File: src/rtl/iterative_muldiv.sv
// iterative_muldiv: radix-2 iterative multiplier / divider.
//
// One shift-add (multiply) or restoring-subtract (divide) step per clock,
// followed by a single sign-correction cycle. Signed operations run on
// magnitudes and fix the sign at the end.
//
// Configuration macro: MULDIV_DIVIDE_EN
//   defined   -> DIV / DIVU are implemented (restoring divide datapath).
//   undefined -> no divide datapath; DIV / DIVU finish after one cycle with
//                hi = lo = 0 and div_by_zero = 0.
//
// Handshake: start is a request pulse, accepted on a rising edge where the
// FSM is in IDLE or DONE (busy low); op/a/b are captured on that edge and may
// change afterwards. busy is high from the accepting edge until the result is
// written; done is a one-cycle pulse in which hi/lo/div_by_zero are valid.
// A start that arrives while busy is high is dropped, not queued.

module iterative_muldiv #(
    parameter int WIDTH = 32
) (
    input  logic             clk,
    input  logic             reset,
    input  logic             start,
    input  logic [1:0]       op,
    input  logic [WIDTH-1:0] a,
    input  logic [WIDTH-1:0] b,
    output logic             busy,
    output logic             done,
    output logic [WIDTH-1:0] hi,
    output logic [WIDTH-1:0] lo,
    output logic             div_by_zero,
    output logic [1:0]       dbg_state
);

    localparam int            CW        = $clog2(WIDTH) + 1;
    localparam logic [CW-1:0] LAST_STEP = CW'(WIDTH - 1);

    localparam logic [1:0] S_IDLE = 2'd0;
    localparam logic [1:0] S_CALC = 2'd1;
    localparam logic [1:0] S_FIX  = 2'd2;
    localparam logic [1:0] S_DONE = 2'd3;

    // Control state
    logic [1:0]    state;
    logic [CW-1:0] step_cnt;

    // Datapath registers. For a multiply, acc_lo starts as the multiplier and
    // m_reg holds the multiplicand; for a divide, acc_lo starts as the
    // dividend (becoming the quotient) and m_reg holds the divisor.
    logic [WIDTH-1:0] acc_hi;
    logic [WIDTH-1:0] acc_lo;
    logic [WIDTH-1:0] m_reg;
    logic             is_div;
    logic             neg_a;
    logic             neg_b;
`ifdef MULDIV_DIVIDE_EN
    logic             short_q;   // divide by zero: skip CALC, report a / all ones
`endif

    // Operand decode at the acceptance edge
    logic             accept;
    logic             op_signed;
    logic             a_neg;
    logic             b_neg;
    logic             short_path;
    logic [WIDTH-1:0] a_mag;
    logic [WIDTH-1:0] b_mag;
    logic [WIDTH-1:0] load_lo;
    logic [WIDTH-1:0] load_m;

    // Per-step datapath
    logic [WIDTH:0]   mul_sum;
    logic [WIDTH-1:0] step_hi;
    logic [WIDTH-1:0] step_lo;
`ifdef MULDIV_DIVIDE_EN
    logic [WIDTH:0]   div_shift;
    logic [WIDTH:0]   div_trial;
`endif

    // Sign correction
    logic [2*WIDTH-1:0] prod;
    logic [2*WIDTH-1:0] prod_fix;
    logic [WIDTH-1:0]   fix_hi;
    logic [WIDTH-1:0]   fix_lo;
    logic               fix_dbz;

    // Decode the request: magnitudes for signed ops, which path to take.
    always_comb begin
        accept     = start && ((state == S_IDLE) || (state == S_DONE));
        op_signed  = ~op[0];
        a_neg      = op_signed & a[WIDTH-1];
        b_neg      = op_signed & b[WIDTH-1];
        a_mag      = a_neg ? -a : a;
        b_mag      = b_neg ? -b : b;
        load_lo    = b_mag;
        load_m     = a_mag;
        short_path = 1'b0;
        if (op[1]) begin
`ifdef MULDIV_DIVIDE_EN
            short_path = (b == '0);
            // On divide-by-zero the raw dividend is parked in acc_lo so FIX
            // can return it unchanged as the remainder.
            load_lo    = short_path ? a : a_mag;
            load_m     = b_mag;
`else
            short_path = 1'b1;
`endif
        end
    end

    // One radix-2 step: shift-add for multiply, restoring subtract for divide.
    always_comb begin
        mul_sum = {1'b0, acc_hi} + (acc_lo[0] ? {1'b0, m_reg} : '0);
        step_hi = mul_sum[WIDTH:1];
        step_lo = {mul_sum[0], acc_lo[WIDTH-1:1]};
`ifdef MULDIV_DIVIDE_EN
        // The partial remainder stays below the divisor, so a negative trial
        // always means the shifted value fits in WIDTH bits.
        div_shift = {acc_hi, acc_lo[WIDTH-1]};
        div_trial = div_shift - {1'b0, m_reg};
        if (is_div) begin
            if (div_trial[WIDTH]) begin
                step_hi = div_shift[WIDTH-1:0];
                step_lo = {acc_lo[WIDTH-2:0], 1'b0};
            end else begin
                step_hi = div_trial[WIDTH-1:0];
                step_lo = {acc_lo[WIDTH-2:0], 1'b1};
            end
        end
`endif
    end

    // Final result: negate the product, quotient or remainder as needed.
    always_comb begin
        prod     = {acc_hi, acc_lo};
        prod_fix = (neg_a ^ neg_b) ? -prod : prod;
        fix_hi   = prod_fix[2*WIDTH-1:WIDTH];
        fix_lo   = prod_fix[WIDTH-1:0];
        fix_dbz  = 1'b0;
        if (is_div) begin
`ifdef MULDIV_DIVIDE_EN
            if (short_q) begin
                fix_hi  = acc_lo;
                fix_lo  = '1;
                fix_dbz = 1'b1;
            end else begin
                // Quotient truncates toward zero; remainder follows the
                // dividend. MIN / -1 wraps back to MIN with remainder 0.
                fix_lo = (neg_a ^ neg_b) ? -acc_lo : acc_lo;
                fix_hi = neg_a ? -acc_hi : acc_hi;
            end
`else
            fix_hi = '0;
            fix_lo = '0;
`endif
        end
    end

    // FSM: IDLE/DONE accept, CALC steps WIDTH times, FIX writes the result.
    always_ff @(posedge clk) begin
        if (reset) begin
            state    <= S_IDLE;
            step_cnt <= '0;
        end else begin
            case (state)
                S_IDLE, S_DONE: begin
                    if (accept) begin
                        state    <= short_path ? S_FIX : S_CALC;
                        step_cnt <= '0;
                    end else begin
                        state    <= S_IDLE;
                    end
                end
                S_CALC: begin
                    step_cnt <= step_cnt + CW'(1);
                    if (step_cnt == LAST_STEP) begin
                        state <= S_FIX;
                    end
                end
                S_FIX: begin
                    state <= S_DONE;
                end
                default: begin
                    state <= S_IDLE;
                end
            endcase
        end
    end

    // Datapath: capture operands on accept, iterate in CALC, publish in FIX.
    always_ff @(posedge clk) begin
        if (reset) begin
            acc_hi      <= '0;
            acc_lo      <= '0;
            m_reg       <= '0;
            is_div      <= 1'b0;
            neg_a       <= 1'b0;
            neg_b       <= 1'b0;
`ifdef MULDIV_DIVIDE_EN
            short_q     <= 1'b0;
`endif
            hi          <= '0;
            lo          <= '0;
            div_by_zero <= 1'b0;
        end else if (accept) begin
            acc_hi      <= '0;
            acc_lo      <= load_lo;
            m_reg       <= load_m;
            is_div      <= op[1];
            neg_a       <= a_neg;
            neg_b       <= b_neg;
`ifdef MULDIV_DIVIDE_EN
            short_q     <= short_path;
`endif
            div_by_zero <= 1'b0;
        end else if (state == S_CALC) begin
            acc_hi      <= step_hi;
            acc_lo      <= step_lo;
        end else if (state == S_FIX) begin
            hi          <= fix_hi;
            lo          <= fix_lo;
            div_by_zero <= fix_dbz;
        end
    end

    assign busy      = (state == S_CALC) || (state == S_FIX);
    assign done      = (state == S_DONE);
    assign dbg_state = state;

endmodule

File: config.mk
export PLATFORM = sky130hd
export DESIGN_NAME = iterative_muldiv
export DESIGN_NICKNAME = d
export VERILOG_FILES = /design/src/rtl/iterative_muldiv.sv
export SDC_FILE = /design/constraint.sdc
export NUM_CORES = 1
export LEC_CHECK = 0
export CAP_MARGIN = 20
export CORE_MARGIN = 3
export CORE_UTILIZATION = 52
export CTS_BUF_LIST = sky130_fd_sc_hd__clkbuf_8
export CTS_CLUSTER_DIAMETER = 60
export CTS_CLUSTER_SIZE = 12
export DETAILED_ROUTE_END_ITERATION = 16
export HOLD_SLACK_MARGIN = 0.03
export PLACE_DENSITY_LB_ADDON = 0.2
export SYNTH_ARGS = -nofsm -noshare
export SYNTH_HDL_FRONTEND = slang
export SYNTH_SLANG_ARGS = --single-unit
File: constraint.sdc
create_clock -name clk -period 3.1 [get_ports clk]
set_input_delay 0.62 -clock clk [delete_from_list [all_inputs] [get_ports clk]]
set_output_delay 0.62 -clock clk [all_outputs]
set_load 0.02 [all_outputs]
# [After elaboration in Yosys (flattened, before gate mapping)]
# Cells that the tools add are included.
[totals] register_bits=171 in_bits=69 out_inout_bits=69 wordCells=52
[op_classes] muxes=15 reduce_logical=10 n_addsub=5 bitwise_logic=6 n_eq_ne=6
[ops] operator="$mux W32" n=7
[ops] operator="$mux W64" n=1
[ops] operator="$neg A32 Y32" n=2
[ops] operator="$neg A64 Y64" n=1
[ops] operator="$add A32 B32 Y33" n=1
[ops] operator="$pmux W6 S2" n=1
[ops] operator="$add A6 B1 Y6 const B" n=1
[ops] operator="$eq A6 B5 Y1 const B" n=1
[ops] operator="$mux W2" n=3
[ops] operator="$mux W6" n=1
[ops] operator="$pmux W2 S3" n=1
[ops] operator="$eq A2 B2 Y1 const B" n=2
[ops] operator="$ne A2 B2 Y1 const B" n=2
[ops] operator="$reduce_bool A2 Y1" n=2
[ops] operator="$reduce_or A2 Y1" n=2
[ops] operator="$not A1 Y1" n=3
[ops] operator="$reduce_and A3 Y1" n=1
[ops] operator="$and A1 B1 Y1" n=2
[ops] operator="$eq A2 B1 Y1 const B" n=1
[ops] operator="$logic_not A2 Y1" n=1
[ops] operator="$logic_or A1 B1 Y1" n=2
[ops] operator="$reduce_and A2 Y1" n=1
[ops] operator="$logic_and A1 B1 Y1" n=1
[ops] operator="$mux W1" n=1
[ops] operator="$xor A1 B1 Y1" n=1

# [Logic depth before layout (Yosys ltp)]
# Gate-level depths: netlist (run 1).
[depth] ltp_word=5 depth_mapped=13 depth_no_buf=11

# [Least setup slack after synthesis (run 1)]
# No wires, ideal clock.
[synth_timing] path_kind="register to register" from="reg acc_lo[0]" to="reg acc_hi[23]" path_stages_with_launch=14 path_buffers=2 arrival_ns=2.947 synth_period_minus_slack_ns=3.026 path_slack_ns=0.074 setup_time_ns=0.079 required_time_ns=3.021 cell_sequence="dfxtp_1 -> clkbuf_1 -> clkbuf_1 -> and2_1 -> ha_1 -> fa_1 -> a21o_1 -> a311oi_1 -> o21ai_1 -> nor3_2 -> o21ai_1 -> nand4_1 -> mux2_2 -> o211ai_1"
[synth_between] elab_chain_len=2
[synth_rtl] element="start, declared" line_no="51" source="logic [WIDTH-1:0] acc_lo;"
[synth_rtl] element="start signal, assigned" line_no="207" source="acc_lo <= load_lo;"
[synth_rtl] element="start signal, assigned" line_no="218" source="acc_lo <= step_lo;"
[synth_rtl] element="$mux W32" line_no="113" source="mul_sum = {1'b0, acc_hi} + (acc_lo[0] ? {1'b0, m_reg} : '0);"
[synth_rtl] element="$add A32 B32 Y33" line_no="113"
[synth_rtl] element="end signal, assigned" line_no="217" source="acc_hi <= step_hi;"
[synth_rtl] element="end, declared" line_no="50" source="logic [WIDTH-1:0] acc_hi;"
# Every way passes these cells.
# A chain may end at the register's enable or synchronous reset.

# [Final worst setup path (run 1)]
# Ends and elaborated chain as after synthesis.

==> metrics.yaml, run 1 <==
clockBufferDepth: 2
cp_slowest_stage_delay_ps: 430
cts.clk_slew.worst_paths_ps: 100
insertedDiodeCount: 0
remaining_drc_errors: 0
utilization_pct: 64.9
via_per_inst: 5.71
yosys.area_share.adder_pct: 4.73
cap_violations: 0
grt_pass1_vias: 8964
grtUsageTotal_pct: 24.6
holdWs_ps: 449
firstDrtPassIters: 5
synthArstFlopShare_pct: 0
gp_congestion: 0.930
syn-num-nets: 1446
synth_mux_area_share_pct: 4.12
clk_latency_ps: 460
clockRootBuffer: "clkbuf_8"
fin_crit_sh_pct: 94.5
synth_most_common_cell: "dfxtp_1"
rsz0062_at_grt: "false"
portBuffers: 136
synth_area_per_cell_um2: 8.02
yosys.area.top_type: "dfxtp_1"
final.min_clock_period_ps: 2930
num-nets-final: 1568
max_freq_ghz: 0.341
synth.top_cell.area_share_pct: 31.9
area_growth_pct: 20.0
numCtsBuffers: 17
synth-edff-count: 0
ys_ff_latch: 171
drive_gt1_share_pct: 8.02
synth_xor_xnor_area_share_pct: 11.6
cts_tree: "built"
yosysSeqAreaShare_pct: 31.9
hold_viol: 0
die_x_um: 150
start_util_pct: 54.1
vdd_drop_max_uv: 333
antenna_found_initial: 0
synthCells: 1337
clock-sinks: 171
fp.dieH_um: 150
ys_types: 74
drv_slew: 0
worstMarginPinSlew_ps: 927
status: "completed"
synth_simple_gate_area_share_pct: 21.6
path_delay_family: "compound AO/OA/AOI/OAI gates"
ys.flop_type: "dfxtp_1"
hold_class: "flop to flop"
seq_area_um2: 3420
critPathLaunchType: "flop"
core-area_um2: 19800
setup_tns_ps: 0
slew_headroom_pct: 38.2
synth_commonest_cells: "dfxtp_1, nor2_1, nand2_1, o21ai_0, a21oi_1"
crit_fanout: 14
end_kind: "flop"
leakage_nw: 4.85
finalWorstSetupSlack_ps: 171
crit_path_frequent_cell: "o21ai_1"
vias: 9910
pre_cts_ws_ps: -2.95
std_cell_rows: 51
dp_hpwl_um: 21500
arrival_ps: 3320
critPathKind: "flop to flop"
finalClockSkew_ps: 17.4
synth_top_family_by_area: "compound AO/OA/AOI/OAI gates"
grt_pass1_wl_um: 45400
drt_iter0_drc: 556
syn-cell-area_um2: 10700
ys_warn_count: 0
grt_max_degree: 50
multi_input_comb_area_um2: 6960
grt_overflow: 0
nFillCells: 1728
ant_nets: 0
wire_per_inst_um: 16.1
cpMaxStageDelayCell: "fa_1"
setup_viol: 0
cts_hold_buf: 0
required_ps: 3490
dieArea_um2: 22400
h-tree-depth: 4
synthTopCellsByArea: "dfxtp_1, xnor2_1, xor2_1, nor2_1, nand2_1"
cp_num_buf_inv: 1
path_cells: "buf_4, and2_1, fa_1, a21o_1, a311oi_1, o21ai_1, nor3_2, o21ai_1, nand4_1, mux2_2, o211ai_1"
routed_wl_um: 28000
pin_count: 138
p_per_area_nw_per_um2: 475
synth_compound_area_share_pct: 22.4
## cells by family after synthesis
group	after synthesis
AO/OA/AOI/OAI	374
adder cells (fa/ha/maj)	40
multiplexers	44
XOR/XNOR	142
other	1
flip-flops	171
buffers and inverters	101
AND/OR/NAND/NOR	464
## area by class of cell
| class | instances | area share [%] |
|---|---|---|
| flip-flops and latches | 171 | 26.6 |
| repair buffers | 183 | 13.3 |
| inverters | 21 | 0.612 |
| clock buffers | 21 | 2.24 |
| clock inverters | 11 | 0.690 |
| well taps | 265 | 2.58 |
| multi-input cells | 1065 | 54.0 |
## worst reg2reg max path: stages, from the launching register on
cell	delay, ps
dfxtp_1	320
buf_4	160
and2_1	200
fa_1	430
a21o_1	220
a311oi_1	330
o21ai_1	160
nor3_2	250
o21ai_1	220
nand4_1	160
mux2_2	340
o211ai_1	80
## placed cells by master, fill, tap and decap left out, types with 26 or more instances in the layout
cell | synthesis | routed
nor2_1 | 155 | 154
a21oi_1 | 72 | 72
o21ai_0 | 99 | 99
nand2_1 | 132 | 132
and2_1 | 36 | 37
dfxtp_1 | 171 | 171
o31ai_1 | 26 | 26
xor2_1 | 71 | 70
mux2i_1 | 43 | 43
a211oi_1 | 44 | 44
xnor2_1 | 71 | 70
buf_4 | 1 | 47
clkdlybuf4s50_1 | 0 | 135
ha_1 | 39 | 38
## where the power goes
group | switching [mW] | total (mW) | leakage, nW | internal, mW
sequential | 0.225 | 2.65 | 1.39 | 2.42
clock | 0.855 | 1.50 | 0.190 | 0.649
combinational | 1.13 | 1.96 | 3.26 | 0.829
## timing repair
action | in CTS | in global routing
setup endpoints to repair | 0 | 2
gates resized for setup | 0 | 0
buffers inserted | 0 | 0
hold endpoints to repair | 0 | 0
## final timing paths
check	cells past startpoint	startpoint	to	slack (ps)
min reg2reg	2	hi[28]$_SDFFE_PP0P_	hi[28]$_SDFFE_PP0P_	450
max	11	acc_lo[0]$_SDFFE_PP0P_	acc_hi[23]$_SDFFE_PP0P_	170
min	2	hi[28]$_SDFFE_PP0P_	hi[28]$_SDFFE_PP0P_	450
max reg2reg	11	acc_lo[0]$_SDFFE_PP0P_	acc_hi[23]$_SDFFE_PP0P_	170
## per-stage QoR
stage	instances	instance area [um2]	total power, mW
after global routing	1737	12900	6.46
after CTS	1737	12900	6.13
after floorplan	1337	10700	3.96
final	1737	12900	6.11
after detailed placement	1705	12500	4.64
after global placement	1705	12500	4.60
## metal layers
layer	track usage, %	up-vias	routed length, um
met2	37.2	311	12200
met1	37.1	4543	13800
li1	-	5032	-
met5	0	-	0
met3	3.66	24	1740
met4	5.63	0	250
Power figures use the tool's default switching activity.
==> run 2: changes to the inputs <==
- CORE_MARGIN: 3 -> 2
==> run 2 against run 1 <==
  * Global-route usage up 0.66 points
  * Via count up 1.1%
  * Clock skew up 14 ps
  * Critical path depth unchanged
  * Sequential share of layout area down 0.16 points
  * Worst setup slack worse by 3.0 ps
  * Total power up 2.2%
  * Clock power up 9%
  * Largest power group unchanged
==> metrics.yaml, run 2 (synthesized netlist as in run 1, its figures left out) <==
cp_slowest_stage_delay_ps: 370  # was 430 ps
ant_nets: 0  # unchanged
vdd_drop_max_uv: 323  # was 333 uV
pin_count: 138  # unchanged
path_cells: "buf_4, and2_1, ha_1, a21o_1, a22o_1, or3_1, o21a_1, o21ai_0, buf_4, xor2_1, o21ai_0"  # was buf_4, and2_1, fa_1, a21o_1, a311oi_1, o21ai_1, nor3_2, o21ai_1, nand4_1, mux2_2, o211ai_1
r2r_start: "acc_lo[0]$_SDFFE_PP0P_"  # unchanged
drt_iter0_drc: 698  # was 556
grt_pass1_vias: 8947  # was 8964
finalClockSkew_ps: 31.6  # was 17.4 ps
cts.clk_slew.worst_paths_ps: 90  # was 100 ps
worstSetupStartpoint: "acc_lo[0]$_SDFFE_PP0P_"  # unchanged
critPathLaunchType: "flop"  # unchanged
setup_viol: 0  # unchanged
drive_gt1_share_pct: 8.54  # was 8.02%
grtUsageTotal_pct: 25.3  # was 24.6%
worstMarginPinSlew_ps: 1020  # was 927 ps
required_ps: 3430  # was 3490 ps
final.min_clock_period_ps: 2930  # about the same
vias: 10000  # was 9910
clockBufferDepth: 2  # unchanged
remaining_drc_errors: 0  # unchanged
crit_cells: 11  # unchanged
clockRootBuffer: "clkbuf_8"  # unchanged
layout_common_cells: "dfxtp_1, nor2_1, clkdlybuf4s50_1"  # unchanged
setup_tns_ps: 0  # unchanged
grt_max_degree: 52  # was 50
intPower_mw: 4.02  # was 3.90 mW
dpl_cell_area_um2: 12500  # about the same
numCtsBuffers: 17  # unchanged
portBuffers: 136  # unchanged
status: "completed"  # unchanged
cts_tree: "built"  # unchanged
end_kind: "flop"  # unchanged
fp.dieH_um: 148  # was 150 um
gp_congestion: 0.947  # was 0.930
fin_crit_sh_pct: 94.6  # was 94.5%
p_seq_share_pct: 42.3  # was 43.3%
cap_violations: 0  # unchanged
dp.cells: 1714  # was 1705
clk_latency_ps: 470  # was 460 ps
core-area_um2: 20200  # was 19800 um2
nFillCells: 1837  # was 1728
die_x_um: 148  # was 150 um
cpMaxStageDelayCell: "ha_1"  # was fa_1
std_cell_rows: 52  # was 51
hold_viol: 0  # unchanged
insertedDiodeCount: 0  # unchanged
firstDrtPassIters: 5  # unchanged
mostFrequentLayoutCell: "dfxtp_1"  # unchanged
hold_class: "flop to flop"  # unchanged
via_per_inst: 5.74  # was 5.71
path_delay_family: "compound AO/OA/AOI/OAI gates"  # unchanged
num-nets-final: 1572  # was 1568
slew_headroom_pct: 32.1  # was 38.2%
start_util_pct: 53.0  # was 54.1%
p_comb_share_pct: 31.4  # was 32.1%
grt_pass1_wl_um: 45400  # about the same
clock-sinks: 171  # unchanged
dieArea_um2: 21800  # was 22400 um2
worstHoldPathCells: 2  # unchanged
rr_worst_depth: 11  # unchanged
p_switching_mw: 2.23  # was 2.21 mW
routed_wl_um: 27900  # was 28000 um
power.share.switching_pct: 35.6  # was 36.2%
arrival_ps: 3260  # was 3320 ps
max_freq_ghz: 0.341  # about the same
antenna_found_initial: 0  # unchanged
clkPwrFrac_pct: 26.3  # was 24.6%
endpoint: "acc_hi[18]$_SDFFE_PP0P_"  # was acc_hi[23]$_SDFFE_PP0P_
critPathKind: "flop to flop"  # unchanged
cp_num_buf_inv: 2  # was 1
grt_overflow: 0  # unchanged
final_area_um2: 13000  # was 12900 um2
wire_per_inst_um: 16.0  # was 16.1 um
drv_slew: 0  # unchanged
rsz0062_at_grt: "false"  # unchanged
ff2ff_setup_slack_ps: 170  # about the same
instances_no_fill: 1745  # was 1737
h-tree-depth: 4  # unchanged
crit_fanout: 8  # was 14
dp_hpwl_um: 21400  # was 21500 um
p_per_area_nw_per_um2: 482  # was 475 nW/um2
r2r-end: "acc_hi[18]$_SDFFE_PP0P_"  # was acc_hi[23]$_SDFFE_PP0P_
area_growth_pct: 20.7  # was 20.0%
leakage_nw: 4.87  # was 4.85 nW
## run 2: final cells by class
type / instances / area [um2] / area share, %
multi-input combinational: 1065 / 6970 / 53.8
sequential: 171 / 3420 / 26.4
inverter: 21 / 78.8 / 0.609
timing repair buffer: 187 / 1740 / 13.4
clock inverter: 12 / 139 / 1.07
tap: 270 / 338 / 2.61
clock buffer: 19 / 262 / 2.02
## run 2: power by group through the flow
stage | Combinational [mW] | Clock (mW) | Sequential (mW)
floorplan | 1.26 | 0 | 2.70
global placement | 1.92 | 0 | 2.68
detailed placement | 1.94 | 0 | 2.69
CTS | 1.95 | 1.67 | 2.64
global route | 2.14 | 1.75 | 2.68
finish | 1.96 | 1.64 | 2.64
## run 2: how the worst min path moves through the flow
stage,from,end,slack [ps]
after global placement,m_reg[26]$_SDFFE_PP0P_,m_reg[26]$_SDFFE_PP0P_,430
after global routing,m_reg[31]$_SDFFE_PP0P_,m_reg[31]$_SDFFE_PP0P_,470
final,hi[25]$_SDFFE_PP0P_,hi[25]$_SDFFE_PP0P_,450
after detailed placement,m_reg[25]$_SDFFE_PP0P_,m_reg[25]$_SDFFE_PP0P_,440
after CTS,hi[28]$_SDFFE_PP0P_,hi[28]$_SDFFE_PP0P_,450
after floorplan,m_reg[31]$_SDFFE_PP0P_,m_reg[31]$_SDFFE_PP0P_,410
## run 2: what timing repair did
action	in CTS	in global routing
buffers inserted	0	0
gates resized for setup	0	6
setup endpoints to repair	0	4
hold buffers	0	0
## run 2: tightest hold or removal path, cell delays in order, from the launching register on
cell     delay, ps
dfxtp_1        320
nand2_1         50
o21ai_1         50
## run 2: routing by layer
layer	routed length (um)	global-route usage (%)	up-vias	share of wire, %
li1	-	-	5028	-
met1	14000	38.4	4654	50
met2	11900	38.2	311	43
met3	1550	2.96	27	5.6
met4	337	5.72	0	1.2
met5	0	0	-	0
## run 2: stage by stage
stage          utilization [%]  setup slack (ps)  total power [mW]  hold WS (ps)
6_report                  64.0               168              6.25           449
4_1_cts                   63.9               168              6.26           454
3_5_place_dp              61.9             -94.4              4.64           439
2_1_floorplan                -              73.8              3.96           415
3_3_place_gp              61.9              24.5              4.60           432
5_1_grt                   64.0              19.0              6.57           474
==> run 3: changes to the inputs <==
--- a/config.mk
+++ b/config.mk
@@ -6,7 +6,8 @@
 export NUM_CORES = 1
 export LEC_CHECK = 0
+export ABC_AREA = 1
 export CAP_MARGIN = 20
 export CORE_MARGIN = 2
-export CORE_UTILIZATION = 52
+export CORE_UTILIZATION = 54
 export CTS_BUF_LIST = sky130_fd_sc_hd__clkbuf_8
 export CTS_CLUSTER_DIAMETER = 60
==> constraint.sdc (replaced) <==
create_clock -name clk -period 3.1 [get_ports clk]
set_input_delay 0.465 -clock clk [delete_from_list [all_inputs] [get_ports clk]]
set_output_delay 0.465 -clock clk [all_outputs]
set_load 0.02 [all_outputs]
==> run 3 against run 2 <==
  * First-iteration DRC count increased by 120%
  * Worst setup slack better by 120 ps
  * Largest power group is now combinational logic
  * Synthesized cell count grew 63%
  * Sequential power rose by 32%
  * Highest routed layer unchanged
  * Total power rose by 92%
  * Die area increased by 14%
  * Non-clock buffer count is 32 lower
==> metrics.yaml, run 3 <==
status: "completed"  # unchanged
gp_congestion: 1.04  # was 0.947
clockRootBuffer: "clkbuf_8"  # unchanged
insertedDiodeCount: 0  # unchanged
num-nets-final: 2382  # was 1572
cts_hold_buf: 0  # unchanged
cts.repair.resized: 0  # unchanged
syn-cell-area_um2: 12800  # was 10700 um2
worstHoldPathCells: 2  # unchanged
finalWorstSetupSlack_ps: 290  # was 168 ps
arrival_ps: 3200  # was 3260 ps
drive_gt1_share_pct: 5.42  # was 8.54%
area_growth_pct: 15.9  # was 20.7%
required_ps: 3490  # was 3430 ps
via_per_inst: 5.47  # was 5.74
portBuffers: 136  # unchanged
dp.cells: 2573  # was 1714
ys_warn_count: 0  # unchanged
grt_pass1_wl_um: 67100  # was 45400 um
clkPwrFrac_pct: 15.8  # was 26.3%
firstDrtPassIters: 6  # was 5
fp.dieH_um: 158  # was 148 um
pin_count: 138  # unchanged
crit_fanout: 20  # was 8
grt_overflow: 0  # unchanged
std_cell_rows: 56  # was 52
end_kind: "flop"  # unchanged
synth_commonest_cells: "nand2_1, inv_1, nor2_1, nand3_1, a21oi_1"  # was dfxtp_1, nor2_1, nand2_1, o21ai_0, a21oi_1
dpl_cell_area_um2: 14400  # was 12500 um2
power.share.switching_pct: 51.1  # was 35.6%
routed_wl_um: 42500  # was 27900 um
synth-edff-count: 0  # unchanged
critPathLaunchType: "flop"  # unchanged
yosysSeqAreaShare_pct: 26.7  # was 31.9%
numCtsBuffers: 17  # unchanged
ff2ff_setup_slack_ps: 290  # was 170 ps
cts.clk_slew.worst_paths_ps: 100  # was 90 ps
rsz0062_at_grt: "false"  # unchanged
leakage_nw: 7.14  # was 4.87 nW
synth_most_common_cell: "nand2_1"  # was dfxtp_1
instances_no_fill: 2605  # was 1745
p_per_area_nw_per_um2: 808  # was 482 nW/um2
finalClockSkew_ps: 23.3  # was 31.6 ps
ys_ff_latch: 171  # unchanged
mostFrequentLayoutCell: "nand2_1"  # was dfxtp_1
start_util_pct: 54.7  # was 53.0%
final_area_um2: 14800  # was 13000 um2
worstSetupStartpoint: "acc_lo[0]$_SDFFE_PP0P_"  # unchanged
p_comb_share_pct: 55.1  # was 31.4%
synthTopCellsByArea: "dfxtp_1, nand2_1, inv_1, nand3_1, a21oi_1"  # was dfxtp_1, xnor2_1, xor2_1, nor2_1, nand2_1
synth_area_per_cell_um2: 5.89  # was 8.02 um2
layout_common_cells: "nand2_1, inv_1, nor2_1"  # was dfxtp_1, nor2_1, clkdlybuf4s50_1
max_freq_ghz: 0.356  # was 0.341 GHz
dieArea_um2: 25000  # was 21800 um2
syn-num-nets: 2282  # was 1446
clockBufferDepth: 2  # unchanged
clk_latency_ps: 490  # was 470 ps
antenna_found_initial: 0  # unchanged
grt_max_degree: 93  # was 52
final.min_clock_period_ps: 2810  # was 2930 ps
totalPowerFinal_mw: 12.0  # was 6.25 mW
ys.flop_type: "dfxtp_1"  # unchanged
slew_headroom_pct: 36.6  # was 32.1%
vias: 14200  # was 10000
drt_iter0_drc: 1549  # was 698
die_x_um: 158  # was 148 um
vdd_drop_max_uv: 538  # was 323 uV
dp_hpwl_um: 33900  # was 21400 um
ys_types: 50  # was 74
r2r_start: "acc_lo[0]$_SDFFE_PP0P_"  # unchanged
hold_viol: 0  # unchanged
grtUsageTotal_pct: 34.4  # was 25.3%
pre_cts_ws_ps: 368  # was -94.4 ps
critPathKind: "flop to flop"  # unchanged
postCtsSetupBuffers: 0  # unchanged
grt_pass1_vias: 12900  # was 8947
intPower_mw: 5.86  # was 4.02 mW
p_seq_share_pct: 29.1  # was 42.3%
clock-sinks: 171  # unchanged
worstMarginPinSlew_ps: 951  # was 1020 ps
h-tree-depth: 4  # unchanged
remaining_drc_errors: 0  # unchanged
rr_worst_depth: 13  # was 11
drv_slew: 0  # unchanged
hold_class: "flop to flop"  # unchanged
setup_tns_ps: 0  # unchanged
fin_crit_sh_pct: 90.6  # was 94.6%
p_switching_mw: 6.13  # was 2.23 mW
ant_nets: 0  # unchanged
min_from: "m_reg[29]$_SDFFE_PP0P_"  # was hi[25]$_SDFFE_PP0P_
min_to: "m_reg[29]$_SDFFE_PP0P_"  # was hi[25]$_SDFFE_PP0P_
setup_viol: 0  # unchanged
core-area_um2: 23400  # was 20200 um2
synth.top_cell.area_share_pct: 26.7  # was 31.9%
cts_tree: "built"  # unchanged
synthCells: 2173  # was 1337
synthArstFlopShare_pct: 0  # unchanged
yosys.area.top_type: "dfxtp_1"  # unchanged
r2r-end: "acc_hi[28]$_SDFFE_PP0P_"  # was acc_hi[18]$_SDFFE_PP0P_
wire_per_inst_um: 16.3  # was 16.0 um
cap_violations: 0  # unchanged
[run 3: through the flow]
stage                     utilization (%)  hold slack, ps
after floorplan                         -             426
after global routing                 63.4             484
after CTS                            63.4             464
final                                63.4             463
after global placement               61.3             445
after detailed placement             61.3             446
[run 3: logic make-up after synthesis]
group                    count (synthesis)  synth area share (%)
AO/OA/AOI/OAI                          353                  14.8
XOR/XNOR                                44                  3.01
adder cells (fa/ha/maj)                 40                  3.97
buffers and inverters                  355                  11.1
flip-flops                             171                  26.7
other                                    1                0.0293
AND/OR/NAND/NOR                       1209                  40.4
[run 3: routing by layer]
layer,global-route usage [%],part of all wire (%),vias to the layer above
li1,-,-,7147
met1,48.4,45,6395
met2,52.6,42,616
met3,7.06,9.7,86
met4,11.1,3.0,0
met5,0,0,-
[run 3: cell type report]
type	count	area [um2]
clock buffers	17	234
clock inverters	15	245
fillers	2364	8570
inverters	281	1050
multi-input cells	1647	7970
flip-flops and latches	171	3420
well taps	319	399
repair buffers	155	1510
[run 3: how the worst max path moves through the flow]
stage / depth (start not counted) / end
detailed placement: 13 / acc_hi[19]$_SDFFE_PP0P_
CTS: 13 / acc_hi[19]$_SDFFE_PP0P_
global route: 13 / acc_hi[19]$_SDFFE_PP0P_
finish: 13 / acc_hi[28]$_SDFFE_PP0P_
floorplan: 15 / acc_hi[13]$_SDFFE_PP0P_
global placement: 13 / acc_hi[28]$_SDFFE_PP0P_
[run 3: power by group through the flow]
stage	Clock, mW	Combinational, mW	Sequential [mW]
2_1_floorplan	0	4.47	3.49
3_3_place_gp	0	6.41	3.48
3_5_place_dp	0	6.49	3.50
4_1_cts	1.91	6.51	3.45
5_1_grt	1.99	7.35	3.55
6_report	1.89	6.61	3.48
[run 3: worst max-delay path: stages (launching register included)]
cell and delay [ps]:
dfxtp_1 790, buf_4 340, nand2_1 80, inv_1 60, ha_1 260, nand2_1 150, nor2_1 250, nand2_1 170
nor3_1 160, nand2_1 160, nand3_1 110, nand3_1 70, nand2_1 70, inv_1 40
